`config.mk`:
```
export PLATFORM = sky130hd
export DESIGN_NAME = fetch_decode
export DESIGN_NICKNAME = d
export VERILOG_FILES = /design/src/rtl/micropop_pkg.sv /design/src/rtl/instruction_decoder.sv /design/src/rtl/fetch_decode.sv
export SDC_FILE = /design/constraint.sdc
export NUM_CORES = 1
export LEC_CHECK = 0
export CORE_MARGIN = 2
export CORE_UTILIZATION = 40
export DETAILED_ROUTE_END_ITERATION = 6
export DONT_BUFFER_PORTS = 1
export PLACE_DENSITY_LB_ADDON = 0.1
export SYNTH_ARGS = -nofsm -noshare
export SYNTH_HDL_FRONTEND = slang
export SYNTH_SLANG_ARGS = --single-unit
```
`constraint.sdc`:
```
create_clock -name Clock -period 1.6 [get_ports Clock]
set_input_delay 0.16 -clock Clock [delete_from_list [all_inputs] [get_ports Clock]]
set_output_delay 0.16 -clock Clock [all_outputs]
set_load 0.02 [all_outputs]
```
`src/rtl/micropop_pkg.sv`:
```
// Shared types and constants for the micropop fetch/decode slice.
// FETCH_DECODE_ILLEGAL_TRAP_EN turns illegal opcodes and r15 writes into a halting trap.
package micropop_pkg;

    typedef enum logic [3:0] {
        OP_NOP  = 4'h0,
        OP_ADD  = 4'h1,
        OP_SUB  = 4'h2,
        OP_AND  = 4'h3,
        OP_OR   = 4'h4,
        OP_XOR  = 4'h5,
        OP_LI   = 4'h6,
        OP_JMP  = 4'hE,
        OP_HALT = 4'hF
    } opcode_t;

    typedef enum logic [2:0] {
        ST_IDLE    = 3'd0,
        ST_REQUEST = 3'd1,
        ST_WAIT    = 3'd2,
        ST_EXECUTE = 3'd3,
        ST_HALTED  = 3'd4
    } fetch_state_t;

    localparam int OPCODE_MSB = 15;
    localparam int OPCODE_LSB = 12;
    localparam int TARGET_MSB = 11;
    localparam int TARGET_LSB = 8;
    localparam int SRC1_MSB   = 7;
    localparam int SRC1_LSB   = 4;
    localparam int SRC2_MSB   = 3;
    localparam int SRC2_LSB   = 0;

    localparam logic [3:0] ALU_PASS = 4'h6;
    localparam logic [3:0] REG_IP   = 4'hF;

`ifdef FETCH_DECODE_ILLEGAL_TRAP_EN
    localparam logic TRAP_EN = 1'b1;
`else
    localparam logic TRAP_EN = 1'b0;
`endif

    // LI immediate: sign-extend the low byte.
    function automatic logic [15:0] sext_imm8(input logic [7:0] value);
        return {{8{value[7]}}, value};
    endfunction

    // JMP offset: sign-extended 12-bit word offset converted to bytes.
    function automatic logic [15:0] jump_offset(input logic [11:0] value);
        return {{3{value[11]}}, value, 1'b0};
    endfunction

endpackage

```
`src/rtl/instruction_decoder.sv`:
```
// Purely combinational decode of one 16-bit micropop instruction into
// register indices, strobes, ALU select, immediate and illegal flags.
module instruction_decoder
    import micropop_pkg::*;
(
    input  logic [15:0] instruction,
    output logic [3:0]  source1_address,
    output logic [3:0]  source2_address,
    output logic [3:0]  target_address,
    output logic        write_enable,
    output logic        jump,
    output logic        use_immediate,
    output logic        halt,
    output logic        illegal,
    output logic [3:0]  alu_op,
    output logic [15:0] immediate
);

    opcode_t opcode_s;
    logic    wants_write_s;
    logic    illegal_opcode_s;
    logic    ip_write_s;

    assign source1_address = instruction[SRC1_MSB:SRC1_LSB];
    assign source2_address = instruction[SRC2_MSB:SRC2_LSB];
    assign target_address  = instruction[TARGET_MSB:TARGET_LSB];

    // Opcode decode into strobes, ALU select and immediate.
    always_comb begin
        opcode_s         = opcode_t'(instruction[OPCODE_MSB:OPCODE_LSB]);
        wants_write_s    = 1'b0;
        jump             = 1'b0;
        use_immediate    = 1'b0;
        halt             = 1'b0;
        illegal_opcode_s = 1'b0;
        alu_op           = 4'h0;
        immediate        = 16'h0000;
        case (opcode_s)
            OP_NOP: begin
                wants_write_s = 1'b0;
            end
            OP_ADD, OP_SUB, OP_AND, OP_OR, OP_XOR: begin
                wants_write_s = 1'b1;
                alu_op        = instruction[OPCODE_MSB:OPCODE_LSB];
            end
            OP_LI: begin
                wants_write_s = 1'b1;
                use_immediate = 1'b1;
                alu_op        = ALU_PASS;
                immediate     = sext_imm8(instruction[7:0]);
            end
            OP_JMP: begin
                jump      = 1'b1;
                immediate = jump_offset(instruction[11:0]);
            end
            OP_HALT: begin
                halt = 1'b1;
            end
            default: begin
                illegal_opcode_s = 1'b1;
            end
        endcase
    end

    // r15 is only ever updated by the commit path, never as a write target.
    assign ip_write_s   = wants_write_s & (target_address == REG_IP);
    assign write_enable = wants_write_s & ~ip_write_s;
    assign illegal      = illegal_opcode_s | ip_write_s;

endmodule

```
`src/rtl/fetch_decode.sv`:
```
// Fetch/decode sequencer for the micropop core: fetches one instruction per pass,
// commits it to the register bank. Build option: FETCH_DECODE_ILLEGAL_TRAP_EN.
module fetch_decode
    import micropop_pkg::*;
(
    input  logic        Clock,
    input  logic        Reset,
    input  logic [15:0] InstructionPointer,
    output logic        FetchValid,
    output logic [15:0] FetchAddress,
    input  logic        FetchReady,
    input  logic        ResponseValid,
    input  logic [15:0] ResponseData,
    output logic        BankEnable,
    output logic [3:0]  Source1Address,
    output logic [3:0]  Source2Address,
    output logic [3:0]  TargetAddress,
    output logic        TargetWriteEnable,
    output logic        Jump,
    output logic [3:0]  AluOp,
    output logic        UseImmediate,
    output logic [15:0] Immediate,
    output logic        Halted,
    output logic        IllegalInstruction
);

    fetch_state_t state_r;
    logic [15:0]  ir_r;
    logic [15:0]  ir_d_s;
    logic         fetch_valid_r;
    logic         trap_s;

    logic [3:0]   dec_src1_s;
    logic [3:0]   dec_src2_s;
    logic [3:0]   dec_target_s;
    logic         dec_write_s;
    logic         dec_jump_s;
    logic         dec_use_imm_s;
    logic         dec_halt_s;
    logic         dec_illegal_s;
    logic [3:0]   dec_alu_op_s;
    logic [15:0]  dec_imm_s;

    // Decode the word about to land in the instruction register so the
    // decoded outputs can be registered on the same edge that closes WAIT.
    assign ir_d_s = ((state_r == ST_WAIT) && ResponseValid) ? ResponseData : ir_r;

    instruction_decoder u_decoder (
        .instruction     (ir_d_s),
        .source1_address (dec_src1_s),
        .source2_address (dec_src2_s),
        .target_address  (dec_target_s),
        .write_enable    (dec_write_s),
        .jump            (dec_jump_s),
        .use_immediate   (dec_use_imm_s),
        .halt            (dec_halt_s),
        .illegal         (dec_illegal_s),
        .alu_op          (dec_alu_op_s),
        .immediate       (dec_imm_s)
    );

    assign trap_s = TRAP_EN & dec_illegal_s;

    // r15 is read live: it changes on the edge closing EXECUTE, so the next
    // REQUEST already presents the advanced pointer.
    assign FetchValid   = fetch_valid_r;
    assign FetchAddress = fetch_valid_r ? InstructionPointer : 16'h0000;

    // Sequencing FSM with registered decode outputs and commit strobe.
    always_ff @(posedge Clock) begin
        if (Reset) begin
            state_r            <= ST_IDLE;
            ir_r               <= 16'h0000;
            fetch_valid_r      <= 1'b0;
            BankEnable         <= 1'b0;
            Source1Address     <= 4'h0;
            Source2Address     <= 4'h0;
            TargetAddress      <= 4'h0;
            TargetWriteEnable  <= 1'b0;
            Jump               <= 1'b0;
            AluOp              <= 4'h0;
            UseImmediate       <= 1'b0;
            Immediate          <= 16'h0000;
            Halted             <= 1'b0;
            IllegalInstruction <= 1'b0;
        end else begin
            case (state_r)
                ST_IDLE: begin
                    state_r       <= ST_REQUEST;
                    fetch_valid_r <= 1'b1;
                end
                ST_REQUEST: begin
                    if (FetchReady) begin
                        state_r       <= ST_WAIT;
                        fetch_valid_r <= 1'b0;
                    end
                end
                ST_WAIT: begin
                    if (ResponseValid) begin
                        state_r           <= ST_EXECUTE;
                        ir_r              <= ResponseData;
                        Source1Address    <= dec_src1_s;
                        Source2Address    <= dec_src2_s;
                        TargetAddress     <= dec_target_s;
                        AluOp             <= dec_alu_op_s;
                        Immediate         <= dec_imm_s;
                        BankEnable        <= ~trap_s;
                        TargetWriteEnable <= dec_write_s & ~trap_s;
                        Jump              <= dec_jump_s & ~trap_s;
                        UseImmediate      <= dec_use_imm_s & ~trap_s;
                    end
                end
                ST_EXECUTE: begin
                    BankEnable        <= 1'b0;
                    TargetWriteEnable <= 1'b0;
                    Jump              <= 1'b0;
                    UseImmediate      <= 1'b0;
                    if (dec_halt_s || trap_s) begin
                        state_r            <= ST_HALTED;
                        Halted             <= 1'b1;
                        IllegalInstruction <= IllegalInstruction | trap_s;
                    end else begin
                        state_r       <= ST_REQUEST;
                        fetch_valid_r <= 1'b1;
                    end
                end
                ST_HALTED: begin
                    state_r <= ST_HALTED;
                end
                default: begin
                    state_r           <= ST_IDLE;
                    fetch_valid_r     <= 1'b0;
                    BankEnable        <= 1'b0;
                    TargetWriteEnable <= 1'b0;
                    Jump              <= 1'b0;
                    UseImmediate      <= 1'b0;
                end
            endcase
        end
    end

endmodule

```
Word-level counts from Yosys, hierarchy flattened
Cells that the tools add are included.

Equal/unequal tests: 16. Muxes and demuxes: 23. Bitwise operators: 5. Reduce and logical (&&, ||, !) cells: 11.

Operators by type and width (count): $mux W16 (2); $pmux W16 S2 (1); $pmux W3 S5 (1); $eq A4 B3 Y1 const B (3); $eq A4 B4 Y1 const B (3); $mux W1 (10); $mux W3 (3); $eq A4 B2 Y1 const B (2); $pmux W1 S2 (4); $pmux W4 S2 (1); $reduce_and A2 Y1 (4); $eq A3 B2 Y1 const B (2); $ne A2 B2 Y1 const B (3); $reduce_or A6 Y1 (1); $reduce_or A5 Y1 (1); $eq A4 B1 Y1 const B (1); $pmux W1 S4 (1); $eq A3 B1 Y1 const B (1); $eq A3 B3 Y1 const B (1); $logic_not A3 Y1 (1); $not A1 Y1 (3); $reduce_and A3 Y1 (1); $reduce_or A3 Y1 (1); $and A1 B1 Y1 (2); 2 further kinds (2).

Bits in registers: 57. Bits of input ports: 36. Output and inout port bits: 55. Logic and storage cells: 68.

Logic depth before layout (Yosys ltp)
Gate-level depths: netlist of the first run.

Depth after elaboration: 11. Gate-level depth with buffers: 6. Gate-level depth less buffers: 4.

Cells and area by module
Synthesis of the first run repeated with hierarchy kept, for this count alone.

Cell total of the unflattened synthesis: 312. Area total of the unflattened synthesis: 2655.0 um^2.

Modules (own cells, without submodules): fetch_decode (instances 1, cells an instance 259, area each 2249.7 um^2, seq. area each 1141.1 um^2); instruction_decoder (instances 1, cells an instance 53, area each 405.4 um^2, seq. area each 0.0 um^2).

Worst setup path after synthesis of the first run
Ideal clock, no wire load.

Kind: register to register. From: reg state_r[0]. To: reg Immediate[14]. Library setup time: 0.091 ns. Data arrival time: 1.221 ns. Required time: 1.509 ns. Slack: 0.288 ns. Stages on the path, launching flop included: 7. Path buffers: 2. Period minus slack after synthesis: 1.312 ns. Cells stage by stage: dfxtp_1 -> buf_6 -> nand2b_4 -> nor3b_4 -> buf_4 -> nor2_1 -> a311oi_1.

Longest elaborated chain between the ends: 5. Elaborated cells on any way between the ends: 7. Those cells by class: 3 x eq/ne; 2 x mux; 2 x reduce/logical.

RTL lines: from (decl) (line fetch_decode.sv:27) `fetch_state_t state_r;`; from (signal assigned) (line fetch_decode.sv:72) `state_r <= ST_IDLE;`; from (signal assigned) (line fetch_decode.sv:89) `state_r <= ST_REQUEST;`; from (signal assigned) (line fetch_decode.sv:94) `state_r <= ST_WAIT;`; $eq A3 B2 Y1 (*) (line fetch_decode.sv:46, fetch_decode.sv:87); $logic_and A1 B1 Y1 (line fetch_decode.sv:46) `assign ir_d_s = ((state_r == ST_WAIT) && ResponseValid) ? ResponseData : ir_r;`; $mux W16 (line fetch_decode.sv:46); $eq A4 B4 Y1 / $eq A4 B3 Y1 (equally long branches); $pmux W16 S2 (line instruction_decoder.sv:38) `case (opcode_s)`; to (signal assigned) (line fetch_decode.sv:106) `Immediate <= dec_imm_s;`; to (decl) (line fetch_decode.sv:22) `output logic [15:0] Immediate,`.

Mark *: on every way between the ends. The rest lies on a longest branch, timed or not. A chain may end at the register's enable or synchronous reset.

Final worst setup path of the first run
From: reg fetch_valid_r, in the netlist FetchValid. To: out FetchAddress[1].

Longest elaborated chain between the ends: 1.

RTL lines: from (decl) (line fetch_decode.sv:30) `logic fetch_valid_r;`; from (signal assigned) (line fetch_decode.sv:74) `fetch_valid_r <= 1'b0;`; from (signal assigned) (line fetch_decode.sv:90) `fetch_valid_r <= 1'b1;`; from (signal assigned) (line fetch_decode.sv:95) `fetch_valid_r <= 1'b0;`; $mux W16 (line fetch_decode.sv:67) `assign FetchAddress = fetch_valid_r ? InstructionPointer : 16'h0000;`; to (decl) (line fetch_decode.sv:10) `output logic [15:0] FetchAddress,`.

Every way passes these cells.

==> flow_summary_export.csv, run 1 <==
group,metric,value,unit
cts,cts-root-buf,"clkbuf_8",
timing,period_needed,1420,ps
power,p_per_area,958,mW/mm^2
detailed_routing,antenna_left,0,
timing,setup_violations,0,
detailed_routing,firstDrtPassIters,4,
worst_setup_path,crit_buf_inv,0,
timing,worst_slack,178,ps
power,power_frac_seq,54.4,%
logic_synthesis,synth_warnings,0,
logic_synthesis,synth.avg_cell_area,8.16,um^2
finish,layout_common_cells,"nand2_1, dfxtp_1, a21oi_1",
logic_synthesis,synth_compound_area_share,15.3,%
detailed_routing,drt_iter0_markers,101,
floorplanning,die_y,71.9,um
logic_synthesis,synth_mux_area_share,3.66,%
timing,max_slew.worst_pin.slew,509,ps
worst_setup_path,critical_path.top_delay_family,"flip-flops",
finish,fin_util,48.5,%
placed_design,gp_congestion,0.845,
logic_synthesis,yosys.area_share.xor_xnor,0.950,%
detailed_routing,wl,4470,um
floorplanning,io_pins,91,
cts,htreeDepth,2,
grt,grt.total_usage,17.3,%
power,p_clk_share,34.3,%
detailed_routing,vias,1521,
cts,cts_tree,"built",
power,p_sw,0.524,mW
logic_synthesis,synth_area,0.00184,mm^2
logic_synthesis,synth-simple-area-share,26.9,%
power,p_int,1.51,mW
finish,layout-drive-gt1-share,10.3,%
logic_synthesis,syn_inst,226,
cts,path_clk_slew,70,ps
placed_design,place_ws,220,ps
finish,antenna_cells,0,
timing,fmax,703,MHz
worst_setup_path,crit_required,1440,ps
logic_synthesis,synth_fa_ha_area_share,0,%
detailed_routing,via_per_inst,5.32,
grt,grt_pass1_vias,1519,
detailed_routing,wire_per_inst,15.6,um
floorplanning,coreArea,0.00438,mm^2
worst_hold_path,min_path_type,"input pin to flip-flop",
logic_synthesis,synth_top_area_share,45.6,%
finish,fin_nets,269,
outcome,status,"finished clean",
floorplanning,die-area,0.00517,mm^2
power,ir_worst_vdd,0.000427,V
cts,cts_made_buffers,5,
cts,clock_latency,290,ps
power,power_frac_comb,11.3,%
timing,rsz0062_at_grt,"false",
worst_setup_path,cp_max_fo,18,
timing,tns,0,ps
placed_design,dp_hpwl,3110,um
worst_setup_path,crit_arrival,1260,ps
worst_setup_path,critical_path.cell_chain,"and2_1",
power,power,2.04,mW
worst_setup_path,max_stage_delay,640,ps
cts,cts_num_sinks,42,
logic_synthesis,synth-seq-cells,42,
floorplanning,start_util,42.1,%
worst_setup_path,startpoint_type,"flip-flop",
timing,fin_crit_sh,88.9,%
power,p_sw_share,25.7,%
power,p_leak,0.732,nW
cts,cts_buffer_depth,2,
logic_synthesis,synthTopCellsByArea,"dfxtp_1, nand2_1, a21oi_1, and2_1, nor2_1",
grt,antenna_found_initial,0,
finish,final_common_cell,"nand2_1",
grt,grt_pass1_wl,7040,um
placed_design,numPortBuffers,0,
logic_synthesis,syn_nets,262,
worst_setup_path,crit_type,"flip-flop to output pin",
logic_synthesis,synth_top_family_by_area,"simple AND/OR/NAND/NOR gates",
worst_setup_path,cp-end-kind,"output pin",
timing,hold_viol,0,
floorplanning,dieWidth,71.9,um
detailed_routing,drc,0,
logic_synthesis,synth.distinct_cells,34,
logic_synthesis,synth_top_cell_by_area,"dfxtp_1",
grt,grt_max_degree,42,
timing,drv_slew,0,
timing,skew,3.05,ps
run,drv_cap,0,
floorplanning,rows,24,
timing,slew_headroom,66.0,%
finish,area_delta_synth_final,15.2,%
worst_setup_path,slowest_stage,"dfxtp_1",
grt,overflow,0,
cts,cts_resized,0,
logic_synthesis,seq_area_frac_synth,45.6,%
finish,n_fill_cell,445,
==> final cells by class <==
type | instances | area (um^2) | share of cell area [%]
multi-input combinational | 157 | 867 | 40.8
inverter | 4 | 15.0 | 0.707
tap | 52 | 65.1 | 3.06
sequential | 42 | 841 | 39.6
clock inverter | 1 | 5.00 | 0.236
timing repair buffer | 23 | 245 | 11.5
clock buffer | 7 | 86.3 | 4.06
==> flip-flops by register name, indices dropped and copies added (netlist names) <==
signal             flops
UseImmediate           1
Source2Address         4
TargetWriteEnable      1
ir_r                   4
state_r                3
BankEnable             1
AluOp                  4
Jump                   1
Source1Address         4
FetchValid             1
TargetAddress          4
Halted                 1
Immediate             13
==> per-layer routing <==
layer  part of all wire (%)  global-route usage [%]  wire [um]  vias to the layer above
li1                       -                       -          -                      769
met1                     42                    19.1       1860                      699
met2                     49                    30.0       2200                       51
met3                    9.1                    8.75        405                        2
met4                   0.18                    3.56          8                        0
met5                      0                       0          0                        -
==> worst reg2reg max path, delay by kind of cell (launching register included) <==
family	cells	cell delay, ps
and+or+nand+nor	3	520
AOI/OAI and AO/OA	1	80
DFF	1	340
buffers and inverters	2	390
==> power groups by stage <==
stage               Clock (mW)  Combinational [mW]  Sequential [mW]
floorplan                    0               0.189             1.12
global placement             0               0.179             1.13
detailed placement           0               0.181             1.13
CTS                      0.720               0.230             1.11
global route             0.769               0.247             1.11
finish                   0.698               0.231             1.11
==> synthesized netlist by cell type (all sizes together) <==
| library cell | number |
|---|---|
| and2 | 16 |
| a211oi | 1 |
| a311oi | 5 |
| o21ai | 1 |
| o22ai | 1 |
| and3 | 1 |
| xor2 | 1 |
| nor3 | 2 |
| a22oi | 9 |
| buf | 11 |
| a31oi | 1 |
| a21oi | 24 |
| nor2 | 20 |
| nor4 | 2 |
| clkbuf | 12 |
| or3 | 1 |
| nand4bb | 1 |
| nand2 | 48 |
| nand3b | 2 |
| xnor2 | 1 |
| o41ai | 1 |
| mux2 | 6 |
| nand4 | 5 |
| conb | 1 |
| nor3b | 1 |
| nand3 | 2 |
| inv | 4 |
| o311ai | 1 |
| dfxtp | 42 |
| o21a | 1 |
| nand2b | 2 |
==> stage by stage <==
stage,hold WS [ps],cells,area (um^2)
2_1_floorplan,294,226,1840
3_3_place_gp,234,263,1870
3_5_place_dp,237,263,1870
4_1_cts,2.40,285,2110
5_1_grt,11.1,286,2120
6_report,4.91,286,2120
==> timing repair <==
item | 4_1_cts | 5_1_grt
buffers inserted | 0 | 0
hold buffers | 14 | 1
endpoints found under the hold margin | 41 | 1
endpoints found under the setup margin | 0 | 0
==> worst paths after layout <==
kind	start	to	slack (ps)	cells after the start
setup / recovery	FetchValid$_SDFFE_PP0P_	FetchAddress[1]	180	1
hold / removal	ResponseData[12]	ir_r[12]$_SDFFE_PP0N_	5	2
setup reg to reg	state_r[2]$_SDFFE_PP0P_	Immediate[2]$_SDFFE_PP0N_	210	6
hold reg to reg	ir_r[15]$_SDFFE_PP0N_	ir_r[15]$_SDFFE_PP0N_	460	2
==> cell families after synthesis <==
logic type             Yosys count
multiplexers                     6
buffers and inverters           27
AO/OA/AOI/OAI                   45
AND/OR/NAND/NOR                103
XOR/XNOR                         2
other                            1
flip-flops                      42
Note: power is estimated with default switching activity, not from simulation.
==> run 2, diff against run 1 <==
PLACE_DENSITY_LB_ADDON = 0.08   (was 0.1)
==> flow_summary_export.csv, run 2 (synthesis gave the netlist of run 1 again) <==
group,metric,value,unit
finish,final_common_cell,"nand2_1",
grt,grt_pass1_wl,6730,um
worst_setup_path,slowest_stage,"dfxtp_1",
run,drv_cap,0,
finish,area_delta_synth_final,13.0,%
timing,skew,3.34,ps
placed_design,place_ws,240,ps
timing,period_needed,1450,ps
grt,antenna_found_initial,0,
finish,layout_common_cells,"nand2_1, dfxtp_1, a21oi_1",
finish,largest_reg_flops,13,
cts,post_cts_buffers,0,
worst_setup_path,crit_buf_inv,0,
timing,rsz0062_at_grt,"false",
floorplanning,coreArea,0.00438,mm^2
placed_design,gp_congestion,0.854,
grt,grt_pass1_vias,1444,
cts,cts_tree,"built",
floorplanning,dieWidth,71.9,um
timing,slew_headroom,63.9,%
timing,fin_crit_sh,90.4,%
worst_hold_path,min_path_type,"input pin to flip-flop",
worst_setup_path,crit_required,1440,ps
cts,cts_made_buffers,5,
placed_design,place_inst,263,
floorplanning,rows,24,
cts,htreeDepth,2,
power,ir_worst_vdd,0.000378,V
power,p_leak,0.716,nW
worst_setup_path,critical_path.top_delay_family,"flip-flops",
worst_setup_path,max_stage_delay,670,ps
finish,fin_nets,265,
detailed_routing,wl,4390,um
worst_setup_path,cp_max_fo,18,
floorplanning,start_util,42.1,%
worst_setup_path,critical_path.cell_chain,"and2_1",
placed_design,placed_cell_area,0.00187,mm^2
power,power,2.03,mW
timing,max_slew.worst_pin.slew,540,ps
finish,fin_util,47.5,%
detailed_routing,via_per_inst,5.55,
placed_design,numPortBuffers,0,
detailed_routing,drt_iter0_markers,78,
finish,antenna_cells,0,
placed_design,dp_hpwl,3010,um
timing,fmax,691,MHz
finish,n_fill_cell,443,
power,p_per_area,974,mW/mm^2
grt,grt.total_usage,16.3,%
cts,path_clk_slew,80,ps
detailed_routing,drc,0,
timing,hold_viol,0,
floorplanning,die-area,0.00517,mm^2
cts,cts_resized,0,
detailed_routing,firstDrtPassIters,4,
worst_setup_path,crit_type,"flip-flop to output pin",
detailed_routing,vias,1566,
timing,worst_slack,154,ps
timing,tns,0,ps
finish,instances_no_fill,282,
outcome,status,"finished clean",
worst_setup_path,startpoint_type,"flip-flop",
timing,fin_hold_ws,4.15,ps
finish,final_area,0.00208,mm^2
grt,grt_max_degree,42,
worst_setup_path,crit_arrival,1290,ps
timing,setup_violations,0,
detailed_routing,antenna_left,0,
detailed_routing,wire_per_inst,15.6,um
grt,overflow,0,
worst_setup_path,cp-end-kind,"output pin",
floorplanning,io_pins,91,
timing,drv_slew,0,
cts,clock_latency,290,ps
cts,cts-root-buf,"clkbuf_8",
finish,layout-drive-gt1-share,10.4,%
finish,top_register,"Immediate",
cts,cts_buffer_depth,2,
cts,cts_num_sinks,42,
floorplanning,die_y,71.9,um
-- run 2: cell count changes in the layout (fill, tap and decap cells not counted), sizes merged --
cell	before	now
dlygate4sd3	14	10
-- run 2: layer usage --
layer	vias to the layer above	track usage (%)	part of all wire, %
met5	-	0	0
met4	0	4.61	0.62
met3	4	7.78	10
met2	63	26.3	49
met1	738	19.5	41
li1	761	-	-
-- run 2: cell type report --
cell class	count	area, um^2	share of cell area (%)
Multi-Input combinational cell	157	867	41.6
Sequential cell	42	841	40.3
Timing Repair Buffer	19	205	9.84
Clock buffer	7	86.3	4.14
Tap cell	52	65.1	3.12
Inverter	4	15.0	0.720
Clock inverter	1	5.00	0.240
-- run 2: power by group --
group / internal, mW / switching (mW) / total (mW)
Clock: 0.348 / 0.351 / 0.700
Combinational: 0.0911 / 0.131 / 0.222
Sequential: 1.07 / 0.0413 / 1.11
-- run 2: worst paths after layout --
| path | endpoint | slack [ps] | depth (start not counted) | from |
|---|---|---|---|---|
| setup reg to reg | Jump$_SDFFE_PP0P_ | 230 | 6 | state_r[2]$_SDFFE_PP0P_ |
| hold reg to reg | ir_r[14]$_SDFFE_PP0N_ | 460 | 2 | ir_r[14]$_SDFFE_PP0N_ |
| setup / recovery | FetchAddress[8] | 150 | 1 | FetchValid$_SDFFE_PP0P_ |
| hold / removal | TargetAddress[3]$_SDFFE_PP0N_ | 4 | 2 | ResponseData[11] |
-- run 2: timing repair --
item | in CTS | in global routing
hold buffers | 11 | 0
hold endpoints to repair | 41 | 0
endpoints found under the setup margin | 0 | 0
==> run 3, diff against run 2 <==
--- a/config.mk
+++ b/config.mk
@@ -10,4 +10,5 @@
 export DETAILED_ROUTE_END_ITERATION = 6
 export DONT_BUFFER_PORTS = 1
+export GPL_ROUTABILITY_DRIVEN = 0
 export PLACE_DENSITY_LB_ADDON = 0.08
 export SYNTH_ARGS = -nofsm -noshare
==> constraint.sdc (replaced) <==
create_clock -name Clock -period 1.6 [get_ports Clock]
set_input_delay 0.16 -clock Clock [delete_from_list [all_inputs] [get_ports Clock]]
set_output_delay 0.16 -clock Clock [all_outputs]
set_load 0.05 [all_outputs]
==> flow_summary_export.csv, run 3 (synthesis gave the netlist of run 1 again) <==
group,metric,value,unit
worst_setup_path,startpoint,"state_r[1]$_SDFFE_PP0P_",
grt,grt_max_degree,42,
worst_setup_path,cp_max_fo,7,
worst_setup_path,rrSetupSlack,110,ps
worst_setup_path,startpoint_type,"flip-flop",
timing,skew,7.63,ps
placed_design,numPortBuffers,0,
floorplanning,die_y,71.9,um
finish,n_fill_cell,396,
finish,layout_common_cells,"nand2_1, dfxtp_1, a21oi_1, buf_4",
finish,top_register,"Immediate",
placed_design,dp_hpwl,3520,um
worst_setup_path,worstReg2RegEnd,"FetchValid$_SDFFE_PP0P_",
detailed_routing,vias,1707,
cts,path_clk_slew,90,ps
timing,drv_slew,0,
cts,cts_tree,"built",
cts,cts-root-buf,"clkbuf_8",
grt,grt.total_usage,19.7,%
power,p_leak,0.989,nW
floorplanning,io_pins,91,
finish,largest_reg_flops,13,
timing,hold_viol,1,
floorplanning,rows,24,
detailed_routing,wl,4890,um
detailed_routing,met2_length,2450,um
grt,overflow,0,
grt,grt_pass1_vias,1729,
outcome,status,"finished, violations left",
timing,fmax,673,MHz
worst_setup_path,critical_path.top_delay_family,"compound AO/OA/AOI/OAI gates",
finish,layout-drive-gt1-share,22.6,%
timing,tns,0,ps
worst_setup_path,crit_arrival,1650,ps
detailed_routing,m1WireLength,2020,um
detailed_routing,via_per_inst,5.30,
floorplanning,start_util,42.1,%
finish,final_common_cell,"nand2_1",
timing,max_slew.worst_pin.slew,542,ps
worst_setup_path,max_stage_delay,410,ps
worst_setup_path,path_depth,5,
cts,clock_latency,300,ps
detailed_routing,wl_met3,332,um
power,power,2.48,mW
grt,antenna_found_initial,0,
finish,antenna_cells,0,
worst_setup_path,crit_buf_inv,1,
grt,grt_pass1_wl,8040,um
worst_setup_path,crit-reg2reg-launch,"state_r[1]$_SDFFE_PP0P_",
timing,fin_crit_sh,92.8,%
floorplanning,coreArea,0.00438,mm^2
worst_setup_path,critical_path.cell_chain,"buf_4 > xnor2_1 > nor2_1 > o311ai_0 > o41ai_1",
detailed_routing,drc,0,
worst_setup_path,r2r_cells,5,
worst_hold_path,min_path_type,"input pin to flip-flop",
detailed_routing,antenna_left,0,
outcome,violations,"hold timing",
timing,setup_violations,0,
finish,area_delta_synth_final,42.7,%
run,drv_cap,0,
finish,fin_nets,305,
detailed_routing,firstDrtPassIters,4,
worst_setup_path,slowest_stage,"dfxtp_1",
detailed_routing,highest_layer,"met4",
timing,rsz0062_at_grt,"false",
floorplanning,die-area,0.00517,mm^2
cts,cts_resized,0,
timing,slew_headroom,63.8,%
worst_setup_path,cp-end-kind,"flip-flop",
worst_setup_path,crit_required,1770,ps
floorplanning,dieWidth,71.9,um
worst_hold_path,hold_start,"ResponseData[2]",
power,ir_worst_vdd,0.000536,V
timing,period_needed,1490,ps
cts,htreeDepth,2,
timing,fin_hold_ws,-0.0801,ps
cts,cts_buffer_depth,2,
worst_setup_path,crit_type,"flip-flop to flip-flop",
cts,cts_made_buffers,5,
detailed_routing,drt_iter0_markers,48,
worst_setup_path,endpoint,"FetchValid$_SDFFE_PP0P_",
power,p_per_area,942,mW/mm^2
detailed_routing,wire_per_inst,15.2,um
cts,cts_num_sinks,42,
==> run 3: changes by cell type in the layout (fill, tap and decap cells not counted) <==
cell	before	now
clkbuf_8	6	5
clkbuf_1	1	0
dlygate4sd3_1	10	15
buf_4	6	24
dfxtp_1	42	41
buf_12	3	20
bufinv_16	0	1
dfxtp_2	0	1
inv_6	0	1
==> run 3: through the flow <==
step | instance area [um^2] | setup slack, ps | instances | hold slack [ps] | utilization, %
4_1_cts | 2630 | 128 | 322 | 4.79 | 60.0
2_1_floorplan | 1840 | 62.9 | 226 | 294 | -
3_3_place_gp | 2350 | 301 | 298 | 235 | 53.6
3_5_place_dp | 2350 | 124 | 298 | 237 | 53.6
5_1_grt | 2630 | 29.2 | 322 | 1.06 | 60.0
6_report | 2630 | 115 | 322 | -0.0801 | 60.0
==> run 3: cell type report <==
type	instances	area [um^2]	area share [%]
tap	52	65.1	2.47
clock buffer	5	68.8	2.61
inverter	4	15.0	0.570
sequential	42	842	32.0
multi-input combinational	157	867	32.9
clock inverter	3	43.8	1.66
timing repair buffer	59	731	27.8
==> run 3: worst min-delay path by stage <==
stage | end | slack [ps] | depth (start not counted)
global placement | ir_r[15]$_SDFFE_PP0N_ | 240 | 1
floorplan | Source1Address[3]$_SDFFE_PP0N_ | 290 | 2
CTS | Source2Address[2]$_SDFFE_PP0N_ | 5 | 2
detailed placement | Halted$_SDFFE_PP0P_ | 240 | 1
global route | Source2Address[2]$_SDFFE_PP0N_ | 1 | 2
finish | Source2Address[2]$_SDFFE_PP0N_ | -0.08 | 2
==> run 3: per-layer routing <==
| layer | vias up | GRT usage (%) |
|---|---|---|
| li1 | 846 | - |
| met2 | 55 | 34.4 |
| met1 | 796 | 22.3 |
| met3 | 10 | 5.56 |
| met4 | 0 | 8.81 |
| met5 | - | 0 |
==> run 3: repair_timing <==
action	in CTS	in global routing
hold endpoints to repair	41	0
hold buffers	16	0
buffers inserted	0	0
==> run 3: where the power goes <==
part | switching [mW] | total (mW) | internal (mW) | leakage, nW
sequential | 0.0444 | 1.11 | 1.07 | 0.340
combinational | 0.282 | 0.514 | 0.232 | 0.591
clock | 0.389 | 0.856 | 0.468 | 0.0585
total | 0.715 | 2.48 | 1.77 | 0.989
